File: src/rtl/tetris_pkg.sv
// rtl/tetris_pkg.sv - shared command codes, block codes, FSM states and cell type
package tetris_pkg;

    localparam logic [1:0] CMD_LEFT  = 2'b00;
    localparam logic [1:0] CMD_RIGHT = 2'b01;
    localparam logic [1:0] CMD_DOWN  = 2'b10;
    localparam logic [1:0] CMD_DROP  = 2'b11;

    localparam logic [3:0] BLOCK_AIR    = 4'd0;
    localparam logic [3:0] BLOCK_I      = 4'd1;
    localparam logic [3:0] BLOCK_O      = 4'd2;
    localparam logic [3:0] BLOCK_T      = 4'd3;
    localparam logic [3:0] BLOCK_S      = 4'd4;
    localparam logic [3:0] BLOCK_Z      = 4'd5;
    localparam logic [3:0] BLOCK_J      = 4'd6;
    localparam logic [3:0] BLOCK_L      = 4'd7;
    localparam logic [3:0] BLOCK_BORDER = 4'd8;

    typedef enum logic [2:0] {
        ST_IDLE,
        ST_CALC,
        ST_RD_ADDR,
        ST_RD_CHK,
        ST_ERASE,
        ST_WRITE,
        ST_DONE
    } state_t;

    typedef struct packed {
        logic [7:0] row;
        logic [7:0] col;
    } cell_t;

endpackage

File: src/rtl/gravity_timer.sv
// rtl/gravity_timer.sv - gravity step counter with a sticky tick_pending flag
module gravity_timer #(
    parameter int TICK_CYCLES = 50000000
) (
    input  logic clk,
    input  logic reset,
    input  logic enable,
    input  logic restart,
    output logic tick_pending
);
    localparam int CNT_W = (TICK_CYCLES > 2) ? $clog2(TICK_CYCLES) : 1;

    logic [CNT_W-1:0] count;

    // The flag holds until the engine consumes the tick; counting pauses meanwhile.
    always_ff @(posedge clk) begin
        if (reset || restart) begin
            count        <= '0;
            tick_pending <= 1'b0;
        end else if (enable && !tick_pending) begin
            if (count == CNT_W'(TICK_CYCLES - 1)) begin
                tick_pending <= 1'b1;
            end else begin
                count <= count + 1'b1;
            end
        end
    end

endmodule

File: src/rtl/piece_move_engine.sv
// rtl/piece_move_engine.sv - moves the active tetromino against a row-major grid RAM
module piece_move_engine
    import tetris_pkg::*;
#(
    parameter int COLS        = 10,
    parameter int ROWS        = 20,
    parameter int DATA_W      = 8,
    parameter int TICK_CYCLES = 50000000,
    parameter int ADDR_W      = $clog2(ROWS * COLS)
) (
    input  logic              clk,
    input  logic              reset,
    input  logic              load_valid,
    input  logic [63:0]       load_cells,
    input  logic [DATA_W-1:0] load_type,
    output logic              load_ready,
    input  logic              cmd_valid,
    input  logic [1:0]        cmd,
    output logic              cmd_ready,
    output logic [ADDR_W-1:0] mem_addr,
    output logic [DATA_W-1:0] mem_wdata,
    output logic              mem_we,
    input  logic [DATA_W-1:0] mem_rdata,
    output logic              piece_active,
    output logic              done,
    output logic              moved,
    output logic              landed
);
    localparam logic signed [8:0] COLS_S = 9'(COLS);
    localparam logic signed [8:0] ROWS_S = 9'(ROWS);

    state_t            state, state_next;
    cell_t             cells [4];
    cell_t             nxt   [4];
    logic [DATA_W-1:0] piece_type;
    logic [1:0]        idx;
    logic [1:0]        op;
    logic              loading, moved_r, landed_r;
    logic              tick_pending, tick_go, cmd_go, restart;
    logic signed [8:0] calc_row [4];
    logic signed [8:0] calc_col [4];
    logic              out_of_bounds, self_hit, occupied, vertical;
    logic              unused_rdata_bits;

    function automatic logic [ADDR_W-1:0] addr_of(input cell_t c);
        return ADDR_W'(32'(c.row) * COLS + 32'(c.col));
    endfunction

    assign unused_rdata_bits = ^mem_rdata[DATA_W-1:4];

    gravity_timer #(.TICK_CYCLES(TICK_CYCLES)) u_gravity_timer (
        .clk          (clk),
        .reset        (reset),
        .enable       (piece_active),
        .restart      (restart),
        .tick_pending (tick_pending)
    );

    assign load_ready = (state == ST_IDLE);
    assign cmd_ready  = (state == ST_IDLE) && piece_active && !tick_pending;
    assign tick_go    = (state == ST_IDLE) && !load_valid && piece_active && tick_pending;
    assign cmd_go     = !load_valid && cmd_valid && cmd_ready;
    assign restart    = (state == ST_IDLE) && (load_valid || tick_go);
    assign vertical   = (op == CMD_DOWN) || (op == CMD_DROP);
    assign done       = (state == ST_DONE);
    assign moved      = done && moved_r;
    assign landed     = done && landed_r;

    // Signed 9-bit arithmetic so that col 0 minus one is seen as negative.
    always_comb begin
        out_of_bounds = 1'b0;
        for (int i = 0; i < 4; i++) begin
            calc_row[i] = $signed({1'b0, cells[i].row});
            calc_col[i] = $signed({1'b0, cells[i].col});
            case (op)
                CMD_LEFT:  calc_col[i] = calc_col[i] - 9'sd1;
                CMD_RIGHT: calc_col[i] = calc_col[i] + 9'sd1;
                default:   calc_row[i] = calc_row[i] + 9'sd1;
            endcase
            if (calc_col[i] < 9'sd0 || calc_col[i] >= COLS_S || calc_row[i] >= ROWS_S) begin
                out_of_bounds = 1'b1;
            end
        end
    end

    // A target cell still held by the piece itself is vacated by the move.
    always_comb begin
        self_hit = 1'b0;
        for (int i = 0; i < 4; i++) begin
            if (nxt[idx] == cells[i]) self_hit = 1'b1;
        end
        occupied = (mem_rdata[3:0] != BLOCK_AIR) && !self_hit;
    end

    always_comb begin
        state_next = state;
        mem_addr   = '0;
        mem_wdata  = '0;
        mem_we     = 1'b0;
        case (state)
            ST_IDLE: begin
                if (load_valid)           state_next = ST_WRITE;
                else if (tick_go || cmd_go) state_next = ST_CALC;
            end
            ST_CALC:    state_next = out_of_bounds ? ST_DONE : ST_RD_ADDR;
            ST_RD_ADDR: begin
                mem_addr   = addr_of(nxt[idx]);
                state_next = ST_RD_CHK;
            end
            ST_RD_CHK: begin
                mem_addr = addr_of(nxt[idx]);
                if (occupied)         state_next = ST_DONE;
                else if (idx == 2'd3) state_next = ST_ERASE;
                else                  state_next = ST_RD_ADDR;
            end
            ST_ERASE: begin
                mem_addr = addr_of(cells[idx]);
                mem_we   = 1'b1;
                if (idx == 2'd3) state_next = ST_WRITE;
            end
            ST_WRITE: begin
                mem_addr  = addr_of(nxt[idx]);
                mem_wdata = piece_type;
                mem_we    = 1'b1;
                if (idx == 2'd3) begin
                    state_next = (op == CMD_DROP && !loading) ? ST_CALC : ST_DONE;
                end
            end
            ST_DONE:    state_next = ST_IDLE;
            default:    state_next = ST_IDLE;
        endcase
    end

    always_ff @(posedge clk) begin
        if (reset) begin
            state        <= ST_IDLE;
            cells        <= '{default: '0};
            nxt          <= '{default: '0};
            piece_type   <= '0;
            idx          <= '0;
            op           <= CMD_LEFT;
            loading      <= 1'b0;
            moved_r      <= 1'b0;
            landed_r     <= 1'b0;
            piece_active <= 1'b0;
        end else begin
            state <= state_next;
            case (state)
                ST_IDLE: begin
                    idx      <= '0;
                    moved_r  <= 1'b0;
                    landed_r <= 1'b0;
                    if (load_valid) begin
                        for (int i = 0; i < 4; i++) begin
                            cells[i] <= cell_t'(load_cells[16*i +: 16]);
                            nxt[i]   <= cell_t'(load_cells[16*i +: 16]);
                        end
                        piece_type <= load_type;
                        loading    <= 1'b1;
                    end else if (tick_go) begin
                        op      <= CMD_DOWN;
                        loading <= 1'b0;
                    end else if (cmd_go) begin
                        op      <= cmd;
                        loading <= 1'b0;
                    end
                end
                ST_CALC: begin
                    idx <= '0;
                    for (int i = 0; i < 4; i++) begin
                        nxt[i] <= cell_t'({calc_row[i][7:0], calc_col[i][7:0]});
                    end
                    if (out_of_bounds && vertical) begin
                        landed_r     <= 1'b1;
                        piece_active <= 1'b0;
                    end
                end
                ST_RD_CHK: begin
                    if (occupied) begin
                        if (vertical) begin
                            landed_r     <= 1'b1;
                            piece_active <= 1'b0;
                        end
                    end else begin
                        idx <= idx + 2'd1;
                    end
                end
                ST_ERASE: idx <= idx + 2'd1;
                ST_WRITE: begin
                    idx <= idx + 2'd1;
                    if (idx == 2'd3) begin
                        cells <= nxt;
                        if (loading) piece_active <= 1'b1;
                        else         moved_r      <= 1'b1;
                    end
                end
                default: ;
            endcase
        end
    end

endmodule
File: config.mk
export PLATFORM = sky130hd
export DESIGN_NAME = piece_move_engine
export DESIGN_NICKNAME = d
export VERILOG_FILES = /design/src/rtl/tetris_pkg.sv /design/src/rtl/gravity_timer.sv /design/src/rtl/piece_move_engine.sv
export SDC_FILE = /design/constraint.sdc
export NUM_CORES = 1
export LEC_CHECK = 0
export CAP_MARGIN = 20
export CORE_MARGIN = 1
export CORE_UTILIZATION = 50
export DETAILED_ROUTE_END_ITERATION = 10
export PLACE_DENSITY = 0.72
export SYNTH_ARGS = -nofsm -noshare
export SYNTH_HDL_FRONTEND = slang
export SYNTH_HIERARCHICAL = 1
export SYNTH_SLANG_ARGS = --single-unit
File: constraint.sdc
create_clock -name clk -period 4.4 [get_ports clk]
set_clock_uncertainty 0.15 [all_clocks]
set_input_delay 0.44 -clock clk [delete_from_list [all_inputs] [get_ports clk]]
set_output_delay 0.44 -clock clk [all_outputs]
set_load 0.05 [all_outputs]
==> After elaboration in Yosys (flattened, before gate mapping) <==
Index checks and enable logic that the tools add are counted.
{ "classes": {"n_addsub": 16, "n_mul": 2, "order_cmp": 13, "n_eq_ne": 25, "muxes": 58, "n_bitwise": 3, "reduce_logical": 56} }
{ "op_table": {"columns": ["operator", "n"], "rows": [
  ["$pmux 64 s2", 2],
  ["$mux 64", 2],
  ["$add 8x1->9 const B", 8],
  ["$pmux 9 s2", 4],
  ["$bmux 16 s2", 2],
  ["$eq 16x16->1", 4],
  ["$mux 16", 4],
  ["$ge 9x5->1 const B", 4],
  ["$ge 9x6->1 const B", 4],
  ["$lt 9x1->1 const B", 4],
  ["$mux 9", 4],
  ["$sub 8x1->9 const B", 4],
  ["$add 26x1->26 const B", 1],
  ["$eq 26x26->1 const B", 1],
  ["$mux 3", 8],
  ["$mux 1", 22],
  ["$ne 2x2->1 const B", 9],
  ["$pmux 3 s6", 1],
  ["$add 8x8->8", 2],
  ["$mul 8x3->7 const B", 2],
  ["$pmux 8 s2", 1],
  ["$logic_and 1x1->1", 14],
  ["$logic_or 1x1->1", 12],
  ["$reduce_and 2->1", 6],
  ["other kinds (26)", 48]
]} }
{ "totals": {"ff_bits": 174, "inputBits": 86, "out_inout_bits": 23, "elab_cells": 199} }

==> Logic depth before layout (Yosys ltp) <==
Gate-level depths: netlist (run 1).
{ "logic_depth": {"depth_word": 13, "mapped_depth": 15, "depth_no_buf": 13} }

==> By module <==
Netlist (run 1), hierarchy kept.
{ "by_module_without_submodules": {"columns": ["mod", "n_inst", "cells_per_inst", "area_each_um2", "seq_area_each_um2"], "rows": [
  ["piece_move_engine", 1, 1416, 11177.0, 2942.8],
  ["gravity_timer", 1, 154, 1341.3, 540.5]
]} }

==> Worst setup path before layout (run 1) <==
No wires, ideal clock.
{ "synth_path": {"path_kind": "flip-flop to output port", "from": "register idx[1]", "to": "output mem_addr[7]", "t_arrival_ps": 4260, "required_time_ps": 3810, "setup_slack_ps": -450, "stages_incl_launch_ff": 15, "n_path_buf": 2, "cell_sequence": "dfxtp_1 -> buf_2 -> buf_1 -> mux4_2 -> ha_1 -> ha_1 -> inv_1 -> fa_1 -> inv_1 -> ha_1 -> inv_1 -> o21bai_1 -> a21oi_1 -> xnor2_1 -> o22ai_1"} }
{ "synth_between": {"elab_chain_len": 7, "elab_cells_between_ends": 12, "cone_classes": "2 x add/sub; 2 x mul; 7 x mux; 1 x bitwise"} }
{ "synth_rtl": {"columns": ["element", "line_no", "rtl"], "rows": [
  ["start: declaration", "piece_move_engine.sv:36", "logic [1:0] idx;"],
  ["start signal: assignment", "piece_move_engine.sv:185", "idx <= idx + 2'd1;"],
  ["start signal: assignment", "piece_move_engine.sv:188", "ST_ERASE: idx <= idx + 2'd1;"],
  ["start signal: assignment", "piece_move_engine.sv:190", "idx <= idx + 2'd1;"],
  ["$not 2->3 (not written as such) (*)", null, null],
  ["$bmux 16 s2 (on tied branches)", null, null],
  ["$mux 16 (on tied branches) (2 in series)", null, null],
  ["$mul 8x3->7", "piece_move_engine.sv:46", "return ADDR_W'(32'(c.row) * COLS + 32'(c.col));"],
  ["$add 8x8->8", "piece_move_engine.sv:46", null],
  ["$pmux 8 s2 (*)", "piece_move_engine.sv:100", "case (state)"],
  ["end: declaration", "piece_move_engine.sv:20", "output logic [ADDR_W-1:0] mem_addr,"]
]} }
Mark *: on every way between the ends. The rest lies on a longest branch, timed or not. The select of a mux whose other input is x is not followed.

==> Worst setup path after layout (run 1) <==
{ "layout_path": {"from": "register idx[0]", "to": "output mem_addr[7]"} }
Same word-level chain as after synthesis.

==> impl_metrics.py, run 1 <==
metrics = {
    "final_layout": {
        "final_area_mm2": 0.0145,
        "diodes": 0,
        "layout_common_cells": "247 x nand2_1, 190 x nor2_1, 171 x dfxtp_1",
        "fillers": 2223,
        "final_cells": 1949,
        "layout_commonest_cell": "nand2_1",
        "nNetsFinal": 1769,
        "drive_gt1_share_pct": 9.54,
        "multi_input_area_mm2": 0.00838,
        "seqCellArea_mm2": 0.00349,
        "area_growth_pct": 15.7,
    },
    "routing": {
        "vias": 12565,
        "wirelength_mm": 41.9,
        "drt_pre_antenna_iters": 5,
        "ant_nets": 0,
        "vias_per_cell": 6.45,
        "route.detailed.drc": 0,
        "wl_per_cell_um": 21.5,
        "drtIter0Drc": 1647,
    },
    "critical_path": {
        "crit_type": "register to primary output",
        "path_buf_inv": 3,
        "critical_path_required_ns": 3.81,
        "cp.arrival_ns": 3.70,
        "cp_cell_sequence": "buf_4 -> mux4_2 -> ha_1 -> ha_1 -> fa_1 -> ha_1 -> inv_1 -> o21bai_1 -> a21oi_1 -> xnor2_1 -> o22ai_2 -> buf_12",
        "critPathMaxFanout": 6,
        "cp-end-kind": "primary output",
        "cp.depth": 12,
        "r2r_cells": 11,
        "path_delay_family": "adder cells",
        "crit_path_max_incr_delay_ns": 0.62,
        "crit_path_top_delay_cell": "mux4_2",
        "cp-start-kind": "register",
        "crit_top_cell": "ha_1",
    },
    "floorplan": {
        "rows": 57,
        "die_x_um": 160,
        "initial_core_util_pct": 51.2,
        "design.core.area_mm2": 0.0245,
        "die-area_mm2": 0.0257,
        "io_pins": 109,
        "die_h_um": 160,
    },
    "timing": {
        "tns_ns": 0,
        "worst_slack_ns": 0.114,
        "drv_slew": 0,
        "rsz0062_at_grt": "false",
        "slew_headroom_pct": 43.0,
        "hold_viol": 0,
        "worst_pin_slew_ns": 0.856,
        "fmax_ghz": 0.233,
        "min_period_ns": 4.29,
        "post-route-period-util_pct": 97.4,
        "finalSetupViolCount": 0,
    },
    "synth": {
        "synthTopCellsByArea": "dfxtp_1 28%, nand2_1 7.5%, ha_1 6.2%",
        "ys.flop_type": "dfxtp_1",
        "synth-edff-count": 0,
        "ys_types": 79,
        "yosysWarnings": 6,
        "synth_top_area_cell": "dfxtp_1",
        "synthMuxAreaShare_pct": 6.46,
        "synth_seq_cells": 174,
        "syn_area_per_cell_um2": 7.97,
        "netlist_area_mm2": 0.0125,
        "yosysSeqAreaShare_pct": 27.8,
        "synth_xor_area_share_pct": 9.87,
        "async_flop_share_pct": 0,
        "yosys.area_share.simple_pct": 22.2,
        "synth_top_area_share_pct": 27.8,
        "synthAdderAreaFrac_pct": 7.48,
        "synth_top_family_by_area": "simple AND/OR/NAND/NOR gates",
        "netlist_instances": 1570,
        "synthesis.nets": 1726,
        "synth_compound_area_share_pct": 20.5,
    },
    "global_route": {
        "antenna_found_initial": 0,
        "grt_pass1_wl_mm": 65.2,
        "grt_usage_pct": 32.6,
        "globalRouteOverflowTotal": 0,
        "grt_max_degree": 77,
        "grt_pass1_vias": 11359,
    },
    "place": {
        "port_buffers": 104,
        "place_hpwl_mm": 29.9,
        "dp_slack_ns": 0.404,
        "dpl-instance-area_mm2": 0.0138,
        "place_inst": 1906,
        "gp_congestion": 0.994,
    },
    "power_and_ir_drop": {
        "leakage_nw": 5.58,
        "ir_worst_vdd_uv": 466,
        "cellPowerDensity_mw_per_mm2": 728,
    },
    "clocking": {
        "htree_levels": 4,
        "cts_sinks": 174,
        "cts-root-buf": "clkbuf_16",
        "cts.path.max_buffers": 2,
        "clkTransAtPathRegs_ns": 0.08,
        "clk_latency_ns": 0.45,
        "cts_tree": "built",
        "cts_made_buffers": 17,
    },
    "worst_hold_path": {
        "hold_path_depth": 2,
        "min_path_type": "primary input to register",
    },
    "job": {
        "cap_viol_max_count": 0,
    },
    "outcome": {
        "run_status": "complete, no violations",
    },
}
-- worst reg2reg max path, delay by kind of cell (launching register included) --
kind	cells	cell delay [ns]
simple gates	5	1.04
fa+ha+maj	1	0.50
compound gates	4	1.16
flops	1	0.49
buf+inv	1	0.19
-- report_power, final --
part / leakage [nW] / switching, mW / internal [mW] / total, mW
registers: 1.43 / 0.806 / 2.05 / 2.86
clock network: 0.287 / 0.770 / 0.813 / 1.58
logic: 3.86 / 3.62 / 2.49 / 6.11
-- registers in the layout, indices dropped and copies added (netlist names) --
| name | flops |
|---|---|
| nxt | 64 |
| state | 3 |
| idx | 2 |
| u_gravity_timer/count | 26 |
| loading | 1 |
| piece_type | 8 |
| op | 2 |
| u_gravity_timer/tick_pending | 1 |
| piece_active | 1 |
| cells | 64 |
| moved_r | 1 |
| landed_r | 1 |
-- final timing paths --
path	slack [ns]	startpoint	end
worst max-delay path	0.11	idx[0]	mem_addr[7]
worst min-delay path	0.29	reset	state[0]
worst max register to register	0.72	cells[32]	landed_r
worst min register to register	0.30	piece_type[6]	piece_type[6]
-- timing repair --
| action | 4_1_cts | 5_1_grt |
|---|---|---|
| gates resized for setup | 4 | 3 |
| pin swaps | 0 | 2 |
| endpoints found under the hold margin | 0 | 0 |
| setup buffers | 0 | 12 |
| cloned | 0 | 0 |
| hold buffers | 0 | 0 |
| setup endpoints to repair | 1 | 1 |
-- final cells by class --
cell class                 count  area share (%)
clock buffer                  17            2.94
multi-input combinational   1226            57.9
tap                          324            2.80
clock inverter                14            1.20
sequential                   174            24.1
timing repair buffer         149            9.91
inverter                      45            1.17
-- routing by layer --
metal  vias to the layer above  global-route usage, %  routed length [µm]
met2                       690                   47.4               17800
met3                        89                   5.95                4420
met1                      6045                   47.4               18200
met5                         -                      0                   0
met4                         0                   12.6                1380
li1                       5741                      -                   -
-- through the flow --
stage	hold slack, ns	power, mW	util, %
after global routing	0.292	11.2	59.2
after detailed placement	0.294	8.71	56.3
after global placement	0.287	8.59	56.3
after CTS	0.280	10.3	58.8
after floorplan	0.282	6.85	-
final	0.289	10.5	59.2
-- cell families (layout without fill, tap and decap cells) --
family                     Yosys count  count (layout)
and+or+nand+nor                    613             613
AOI/OAI and AO/OA                  361             361
DFF                                174             174
buffers and inverters              170             225
xor gates and xnor gates           141             141
adders and majority gates           70              70
muxes                               41              41
-- cells in the mapped netlist, types with 9 or more instances --
master / count
o21ai_0: 34
nand4_1: 31
and3_1: 17
a22oi_1: 26
buf_1: 14
nand2_1: 249
nor2_1: 192
xor2_1: 74
a21o_1: 16
nor4_1: 18
a311oi_1: 66
dfxtp_1: 174
a221oi_1: 33
xnor2_1: 67
clkbuf_1: 96
mux4_2: 29
a21oi_1: 93
inv_1: 45
nand3_1: 24
ha_1: 62
and2_1: 9
nor3_1: 15
No activity file was read; power rests on OpenSTA's default activity.
==> inputs of run 2 (changes only) <==
CORE_UTILIZATION = 54   (was 50)
PLACE_DENSITY = 0.77   (was 0.72)
==> impl_metrics.py, run 2 (synthesis results as in run 1) <==
metrics = {
    "outcome": {
        "run_status": "complete, no violations",
    },
    "routing": {
        "wl_per_cell_um": 22.1,
        "vias": 12590,
        "vias_per_cell": 6.57,
        "drt_pre_antenna_iters": 6,
        "route.detailed.drc": 0,
        "drtIter0Drc": 1494,
        "ant_nets": 0,
        "wirelength_mm": 42.4,
    },
    "power_and_ir_drop": {
        "leakage_nw": 5.64,
        "cellPowerDensity_mw_per_mm2": 733,
        "power.total_mw": 10.7,
        "ir_worst_vdd_uv": 427,
    },
    "clocking": {
        "clk_latency_ns": 0.45,
        "cts_hold_buf": 0,
        "cts-root-buf": "clkbuf_16",
        "cts_sinks": 174,
        "htree_levels": 4,
        "cts_made_buffers": 17,
        "clkTransAtPathRegs_ns": 0.08,
        "cts.path.max_buffers": 2,
        "cts_tree": "built",
    },
    "timing": {
        "finalSetupViolCount": 0,
        "worst_pin_slew_ns": 0.916,
        "slew_headroom_pct": 39.0,
        "min_period_ns": 4.27,
        "hold_viol": 0,
        "worst_slack_ns": 0.125,
        "rsz0062_at_grt": "false",
        "drv_slew": 0,
        "fmax_ghz": 0.234,
        "post-route-period-util_pct": 97.2,
    },
    "worst_hold_path": {
        "min_to": "piece_type[2]",
        "hp-start": "piece_type[2]",
        "min_path_type": "register to register",
        "hold_path_depth": 2,
    },
    "final_layout": {
        "final_cells": 1917,
        "diodes": 0,
        "drive_gt1_share_pct": 9.93,
        "layout_commonest_cell": "nand2_1",
        "nNetsFinal": 1775,
        "area_growth_pct": 16.1,
        "top_regs": "cells (64), nxt (64), u_gravity_timer/count (26)",
        "fin_util_pct": 64.0,
        "layout_common_cells": "247 x nand2_1, 190 x nor2_1, 171 x dfxtp_1",
    },
    "critical_path": {
        "crit_type": "register to primary output",
        "cp.arrival_ns": 3.68,
        "rr_startpoint": "op[1]",
        "critPathMaxFanout": 6,
        "r2r_end": "landed_r",
        "ff2ff_setup_slack_ns": 0.53,
        "r2r_cells": 13,
        "cp-end-kind": "primary output",
        "critical_path_required_ns": 3.81,
        "cp-start-kind": "register",
    },
    "global_route": {
        "grt_pass1_wl_mm": 65.8,
        "grt_max_degree": 85,
        "globalRouteOverflowTotal": 0,
        "grt_pass1_vias": 11452,
        "grt_usage_pct": 35.7,
        "antenna_found_initial": 0,
    },
    "place": {
        "place_inst": 1869,
        "dp_slack_ns": 0.262,
        "place_hpwl_mm": 29.9,
        "port_buffers": 104,
        "gp_congestion": 0.999,
    },
    "floorplan": {
        "design.core.area_mm2": 0.0227,
        "die-area_mm2": 0.0238,
        "die_h_um": 154,
        "rows": 55,
        "io_pins": 109,
        "die_x_um": 154,
        "initial_core_util_pct": 55.1,
    },
    "job": {
        "cap_viol_max_count": 0,
    },
}
run 2: where the power goes:
part	switching, mW	total, mW	internal, mW
Sequential	0.736	2.79	2.05
Clock	0.800	1.64	0.837
Combinational	3.72	6.23	2.51
run 2: worst max-delay path by stage:
stage / startpoint / depth (start not counted) / slack [ns] / end
6_report: idx[0] / 12 / 0.13 / mem_addr[7]
5_1_grt: idx[0] / 12 / 0.03 / mem_addr[7]
4_1_cts: idx[0] / 11 / 0.01 / mem_addr[7]
3_5_place_dp: idx[0] / 11 / 0.26 / mem_addr[7]
3_3_place_gp: idx[0] / 11 / 0.37 / mem_addr[7]
2_1_floorplan: idx[1] / 14 / -0.13 / mem_addr[7]
run 2: metal layers:
metal,up-vias,GRT usage [%],routed length [µm]
met5,-,0,0
met2,677,53.5,18300
li1,5761,-,-
met1,6066,50.3,17800
met4,0,13.2,1400
met3,86,7.79,4890
run 2: critical path: stages, from the launching register on:
cell	delay [ns]
dfxtp_4	0.36
buf_12	0.13
mux4_2	0.55
ha_1	0.32
ha_1	0.23
fa_1	0.48
ha_1	0.31
inv_1	0.06
o21bai_1	0.13
a21oi_1	0.09
xnor2_1	0.23
o22ai_2	0.14
buf_12	0.20
run 2: area by class of cell:
| cell class | instances | area (µm²) |
|---|---|---|
| Multi-Input combinational cell | 1226 | 8380 |
| Fill cell | 1998 | 8170 |
| Sequential cell | 174 | 3490 |
| Timing Repair Buffer | 155 | 1500 |
| Clock buffer | 17 | 425 |
| Tap cell | 285 | 357 |
| Clock inverter | 15 | 215 |
| Inverter | 45 | 169 |
run 2: stage by stage:
step,instance area (µm²),hold slack [ns],setup TNS (ns)
global placement,13700,0.287,0
floorplan,12500,0.282,-0.130
CTS,14400,0.304,0
finish,14500,0.305,0
global route,14500,0.332,0
detailed placement,13700,0.293,0
run 2: repair_timing:
action	in CTS	in global routing
resized for setup	2	5
setup buffers	1	15
pin swaps	0	2
endpoints found under the setup margin	2	1
==> inputs of run 3 (changes only) <==
CORE_UTILIZATION = 50   (was 54)
PLACE_DENSITY = 0.72   (was 0.77)
==> results of run 3 <==
Same layout as run 1: the final DEF is identical, and so are final timing and power.
